===== src/rtl/mem_stage.sv =====
// rtl/mem_stage.sv - byte-serial load/store memory stage between ex/mem and mem/wb
`ifndef MEM_STAGE_ALUOP_DEFS
`define MEM_STAGE_ALUOP_DEFS
`define AluOpBus 7:0
`define EX_LB    8'h20
`define EX_LH    8'h21
`define EX_LW    8'h22
`define EX_LBU   8'h23
`define EX_LHU   8'h24
`define EX_SB    8'h28
`define EX_SH    8'h29
`define EX_SW    8'h2A
`endif

module mem_stage #(
  parameter int ADDR_W = 32
) (
  input  logic              clk,
  input  logic              rst,
  input  logic              rdy,
  input  logic [4:0]        wd_i,
  input  logic              wreg_i,
  input  logic [31:0]       wdata_i,
  input  logic [`AluOpBus]  aluop_i,
  input  logic [ADDR_W-1:0] mem_addr_i,
  output logic              mem_req_o,
  output logic              mem_we_o,
  output logic [ADDR_W-1:0] mem_addr_o,
  output logic [7:0]        mem_wdata_o,
  input  logic [7:0]        mem_rdata_i,
  input  logic              mem_ack_i,
  output logic              stall_req_o,
  output logic [4:0]        wd_o,
  output logic              wreg_o,
  output logic [31:0]       wdata_o
);

  localparam logic [1:0] S_IDLE   = 2'd0;
  localparam logic [1:0] S_ACCESS = 2'd1;
  localparam logic [1:0] S_DONE   = 2'd2;

  logic [1:0]  r_state;
  logic [1:0]  r_cnt;
  logic [31:0] r_acc;

  logic        w_is_load;
  logic        w_is_store;
  logic        w_is_mem;
  logic [1:0]  w_last;
  logic        w_active;
  logic        w_req;
  logic        w_ack;
  logic [31:0] w_ext;

  always_comb begin
    w_is_load  = 1'b0;
    w_is_store = 1'b0;
    w_last     = 2'd0;
    case (aluop_i)
      `EX_LB, `EX_LBU: begin w_is_load  = 1'b1; w_last = 2'd0; end
      `EX_LH, `EX_LHU: begin w_is_load  = 1'b1; w_last = 2'd1; end
      `EX_LW:          begin w_is_load  = 1'b1; w_last = 2'd3; end
      `EX_SB:          begin w_is_store = 1'b1; w_last = 2'd0; end
      `EX_SH:          begin w_is_store = 1'b1; w_last = 2'd1; end
      `EX_SW:          begin w_is_store = 1'b1; w_last = 2'd3; end
      default:         ;
    endcase
  end

  assign w_is_mem = w_is_load | w_is_store;
  assign w_active = ((r_state == S_IDLE) && w_is_mem) || (r_state == S_ACCESS);
  // Request is combinational from ex/mem in IDLE, so it must also be masked by reset.
  assign w_req    = w_active & rdy & rst;
  assign w_ack    = w_req & mem_ack_i;

  always_ff @(posedge clk or negedge rst) begin
    if (!rst) begin
      r_state <= S_IDLE;
      r_cnt   <= 2'd0;
      r_acc   <= 32'd0;
    end else if (rdy) begin
      if (w_ack && w_is_load) r_acc[{r_cnt, 3'b000} +: 8] <= mem_rdata_i;
      case (r_state)
        S_IDLE, S_ACCESS: begin
          if (w_active) begin
            if (w_ack && (r_cnt == w_last)) begin
              r_state <= S_DONE;
              r_cnt   <= 2'd0;
            end else begin
              r_state <= S_ACCESS;
              if (w_ack) r_cnt <= r_cnt + 2'd1;
            end
          end
        end
        default: r_state <= S_IDLE;
      endcase
    end
  end

  always_comb begin
    case (aluop_i)
      `EX_LB:  w_ext = {{24{r_acc[7]}}, r_acc[7:0]};
      `EX_LH:  w_ext = {{16{r_acc[15]}}, r_acc[15:0]};
      `EX_LBU: w_ext = {24'd0, r_acc[7:0]};
      `EX_LHU: w_ext = {16'd0, r_acc[15:0]};
      default: w_ext = r_acc;
    endcase
  end

  always_comb begin
    mem_req_o   = 1'b0;
    mem_we_o    = 1'b0;
    mem_addr_o  = '0;
    mem_wdata_o = 8'd0;
    stall_req_o = 1'b0;
    wd_o        = 5'd0;
    wreg_o      = 1'b0;
    wdata_o     = 32'd0;
    if (rst) begin
      mem_req_o   = w_req;
      mem_we_o    = w_active & w_is_store;
      mem_addr_o  = mem_addr_i + ADDR_W'(r_cnt);
      mem_wdata_o = wdata_i[{r_cnt, 3'b000} +: 8];
      stall_req_o = w_active;
      if ((r_state == S_IDLE) && !w_is_mem) begin
        wd_o    = wd_i;
        wreg_o  = wreg_i;
        wdata_o = wdata_i;
      end else if ((r_state == S_DONE) && w_is_load) begin
        wd_o    = wd_i;
        wreg_o  = wreg_i;
        wdata_o = w_ext;
      end
    end
  end

endmodule


===== config.mk =====
export PLATFORM = sky130hd
export DESIGN_NAME = mem_stage
export DESIGN_NICKNAME = d
export VERILOG_FILES = /design/src/rtl/mem_stage.sv
export SDC_FILE = /design/constraint.sdc
export NUM_CORES = 1
export LEC_CHECK = 0
export ABC_AREA = 1
export ABC_CLOCK_PERIOD_IN_PS = 4480
export CORE_ASPECT_RATIO = 1.1
export CORE_MARGIN = 5
export CORE_UTILIZATION = 47
export DETAILED_ROUTE_END_ITERATION = 7
export PLACE_DENSITY_LB_ADDON = 0.05
export SYNTH_ARGS = -nofsm -noshare
export SYNTH_HDL_FRONTEND = slang
export SYNTH_SLANG_ARGS = --single-unit

===== constraint.sdc =====
create_clock -name clk -period 4.48 [get_ports clk]
set_input_delay 0.672 -clock clk [delete_from_list [all_inputs] [get_ports clk]]
set_output_delay 0.672 -clock clk [all_outputs]
set_load 0.02 [all_outputs]

After elaboration in Yosys (flattened, before gate mapping) --
Cells that the tools add are included.
Storage, ports and cells: flip-flop bits (word level) 36, latch bits 0, RAM bits 0, bits in read-only memories 0, output and inout bits 81, word-level logic and storage cells 67, memories 0
Cells by class: add/subtract/negate cells 3, multipliers 0, divide/modulo/power cells 0, magnitude comparators 0, eq/ne operators 12, shifts and indexed selects 3, multiplexer cells 24, bitwise gates (word level) 5, reductions and logical operators 17
Operators by type and width (count):
- 2-to-1 mux 32 bit | 4
- one-hot mux 32 bit (4 select lines) | 1
- == test 8 x 6 -> 1 bit (second input constant) | 8
- adder 32 x 2 -> 32 bit | 1
- bitwise mux 32 bit | 1
- variable shift 8 x 7 -> 32 bit (first input constant) | 1
- variable part select 32 x 6 -> 8 bit | 1
- variable part select 8 x 7 -> 32 bit | 1
- 2-to-1 mux 5 bit | 3
- 2-to-1 mux 2 bit | 5
- 2-to-1 mux 1 bit | 8
- 2-to-1 mux 8 bit | 1
- negation 5 -> 7 bit | 1
- OR reduction 3 bit | 2
- logical AND 1 bit | 5
- OR reduction 5 bit | 1
- AND 1 bit | 4
- one-hot mux 2 bit (2 select lines) | 1
- AND reduction 2 bit | 2
- AND reduction 4 bit | 1
- OR reduction 2 bit | 2
- adder 2 x 1 -> 2 bit (second input constant) | 1
- == test 2 x 1 -> 1 bit (second input constant) | 1
- == test 2 bit | 1
- 7 further kinds | 7

Depth between registers and ports, before layout --
depth in word-level cells 13, gate-level depth with buffers 11, depth with buffers taken out 11

Worst setup path after synthesis --
OpenSTA, ideal clock, no wires.
path kind input to output, start point in mem_addr_i[0], end point out mem_addr_o[18], data arrival time 2.392 ns, path slack 1.416 ns, stages 11, path buffers 0, cells stage by stage ha_1 fa_1 nand2_1 nor2_2 nand2_1 nor2_2 nand3_1 inv_2 nand3_1 nor3_1 nor3_1
On the way: word-level cells in the longest chain between the ends 2
Ends and longest elaborated chain:
- start: declaration | RTL line 25 | input logic [ADDR_W-1:0] mem_addr_i,
- adder 32 x 2 -> 32 bit | RTL line 122 | mem_addr_o = mem_addr_i + ADDR_W'(r_cnt);
- 2-to-1 mux 32 bit | RTL line 119 | if (rst) begin
- end: declaration | RTL line 28 | output logic [ADDR_W-1:0] mem_addr_o,
No other way between the ends.

Worst setup path after layout --
Ends and elaborated chain as after synthesis.

==> run_results.csv <==
group,metric,value,unit
outcome,status,"completed",
setup_path,critical_path_class,"input pin to output port",
floorplanning,die_w,97.2,µm
layout,drive_above_1_share,0.0464,
global_route,grt_max_degree,62,
setup_path,start_kind,"input pin",
cts,cts_htree_levels,2,
cts,cts_buffer_depth,2,
cts,ctsHoldBuffers,0,
global_route,grt_pass1_wl,25.0,mm
timing,clock.fmax,242,MHz
timing,setup_violations,0,
drt,routedWlPerCell,16.9,µm
layout,finalNonFillerCells,930,
job,maxCapViolCount,0,
synth,ys_seq_elements,36,
drt,via_count,5157,
synth,synthArstFlopShare,1.00,
placed_design,place_inst,922,
setup_path,arrival,3.46,ns
power_and_ir_drop,intPower,913,µW
layout,fill_cells,752,
cts,cts_made_buffers,5,
layout,diodes,0,
power_and_ir_drop,fin_total_pwr,1.86,mW
setup_path,cp-end-kind,"output port",
floorplanning,die_y,106,µm
power_and_ir_drop,share_comb_of_total_power,0.668,
timing,slew_headroom,0.544,
floorplanning,start_util,0.475,
setup_path,critPathMaxStageDelay,0.57,ns
setup_path,crit_buf_inv,3,
timing,slew_violations,0,
cts,cts_setup_buffers,0,
timing,finalHoldViolCount,0,
timing,fin_crit_sh,0.923,
synth,synth_cells,667,
drt,drc,0,
synth,netlist_top_cells_area,"dfrtp_1 23%, nand2_1 18%, nor2_1 10%, nand4_1 6.5%, a21oi_1 6.0%",
drt,postRouteAntennaNets,0,
placed_design,hpwl,12.6,mm
setup_path,crit_slowest_cell,"clkdlybuf4s50_1",
setup_path,cp_top_family,"simple AND/OR/NAND/NOR gates",
synth,ys_seq_area_frac,0.229,
power_and_ir_drop,power.switching,949,µW
layout,area_delta_synth_final,46.2,%
floorplanning,core-area,8280,µm²
setup_path,startpoint,"mem_addr_i[0]",
cts,path_clk_slew,0.07,ns
synth,yosys_warnings,0,
floorplanning,ios,171,
synth,synth_area_per_cell,5.89,µm²
synth,synth_area,3930,µm²
drt,first_pass_iters,5,
synth,synth.distinct_cells,33,
synth,yosysTopAreaCellShare,0.229,
setup_path,cp_data_required_time,3.81,ns
timing,rsz0062_at_grt,"no",
global_route,antenna_found_initial,0,
placed_design,gp_congestion,0.938,
cts,root_buffer,"clkbuf_8",
synth,synthTopCellsByCount,"189 x nand2_1, 108 x nor2_1, 49 x inv_1",
placed_design,dp_slack,0.412,ns
global_route,grt_pass1_vias,4913,
timing,tightest_slew,0.683,ns
timing,fin_skew,0.00799,ns
setup_path,path_cells,"clkdlybuf4s50_1 > ha_1 > fa_1 > nand2_1 > nor2_2 > nand2_1 > nor2_2 > nand3_1 > inv_2 > nand3_1 > nor3_1 > nor3_1 > clkdlybuf4s50_1",
synth,yosysTopAreaCell,"dfrtp_1",
power_and_ir_drop,p_sw_frac,0.509,
synth,ys.flop_type,"dfrtp_1",
cts,cts_tree,"yes",
power_and_ir_drop,sequentialPowerShare,0.205,
global_route,grt_use_total,0.295,
floorplanning,dieArea,10300,µm²
setup_path,critical_path.max_fanout,5,
global_route,gr-total-overflow,0,
timing,hold_slack,0.325,ns
timing,layout_setup_ws,0.345,ns
timing,min_period,4.14,ns
power_and_ir_drop,p_leak,2.49,nW
placed_design,port_buffers,170,
synth,syn_nets,765,
drt,routed_wirelength,15.7,mm
synth,synth-edff-count,0,
cts,cts_resized,0,
power_and_ir_drop,pwr_density_cell,324,nW/µm²
layout,layout.nets,916,
synth,post-synth-top-count-cell,"nand2_1",
drt,routed_via_density,5.55,
setup_path,reg2reg_from,"r_cnt[1]",
cts,clk_latency,0.29,ns
power_and_ir_drop,clkPwrFrac,0.127,
hold_path,hold_path_class,"input pin to asynchronous set/reset pin",
power_and_ir_drop,vdd_drop_max,0.314,mV
timing,setup-tns-final,0,ns
floorplanning,rows,35,
cts,cts_sinks,36,
drt,drt_iter0_markers,350,
-- cells in the final DEF (no fill, tap or decap), drive strengths merged, types with 2 or more instances in the layout --
master,n
a21oi,47
a31oi,3
buf,9
clkbuf,5
clkdlybuf4s50,169
clkinv,6
dfrtp,36
ha,7
inv,53
nand2,190
nand3,26
nand3b,2
nand4,42
nor2,115
nor3,36
nor4,3
o211ai,17
o21ai,32
xnor2,7
xor2,11
-- sequential cells by signal, indices dropped and copies added (netlist names) --
| name | count |
|---|---|
| r_cnt | 2 |
| r_acc | 32 |
| r_state | 2 |
-- logic make-up (layout without fill, tap and decap cells) --
group           after synthesis  in the layout  synth area share
compound gates              100            100             0.143
xor+xnor                     18             18            0.0401
fa+ha+maj                     8              8            0.0274
buf+inv                      90            242            0.0962
flops                        36             36             0.229
simple gates                415            415             0.464
-- final timing paths --
| check | slack (ns) | endpoint | depth (start not counted) |
|---|---|---|---|
| worst max-delay path | 0.34 | mem_addr_o[18] | 13 |
| worst min-delay path | 0.33 | r_state[0] | 1 |
| worst max register to register | 1.50 | r_acc[1] | 7 |
| worst min register to register | 0.48 | r_acc[29] | 2 |
| max in group asynchronous | 3.39 | r_cnt[0] | 2 |
| min in group clk | 0.48 | r_acc[29] | 2 |
-- through the flow --
stage          area, µm²  utilization
6_report            5740        0.694
5_1_grt             5740        0.694
4_1_cts             5740        0.694
3_5_place_dp        5660        0.683
3_3_place_gp        5660        0.683
2_1_floorplan       3930            -
-- metal layers --
metal  vias up  wire [µm]  global-route usage  part of all wire
li1       2515          -                   -                 -
met1      2365       6590               0.375              0.42
met2       251       7520               0.518              0.48
met3        26       1220              0.0400             0.078
met4         0        337              0.0943             0.022
met5         -          0                   0                 0
-- area by class of cell --
| class | count | area [µm²] | share of cell area |
|---|---|---|---|
| repair buffers | 178 | 1760 | 0.306 |
| multi-input cells | 541 | 2650 | 0.461 |
| clock buffers | 5 | 68.8 | 0.0120 |
| clock inverters | 3 | 18.8 | 0.00327 |
| well taps | 111 | 139 | 0.0242 |
| inverters | 56 | 210 | 0.0366 |
| flip-flops and latches | 36 | 901 | 0.157 |
-- power groups by stage --
stage | Clock [mW] | Combinational (mW) | Sequential (mW)
after floorplan | 0 | 0.754 | 0.367
after global placement | 0 | 1.21 | 0.385
after detailed placement | 0 | 1.23 | 0.386
after CTS | 0.236 | 1.23 | 0.379
after global routing | 0.257 | 1.35 | 0.384
final | 0.236 | 1.24 | 0.381
(Power assumes the default switching activity.)
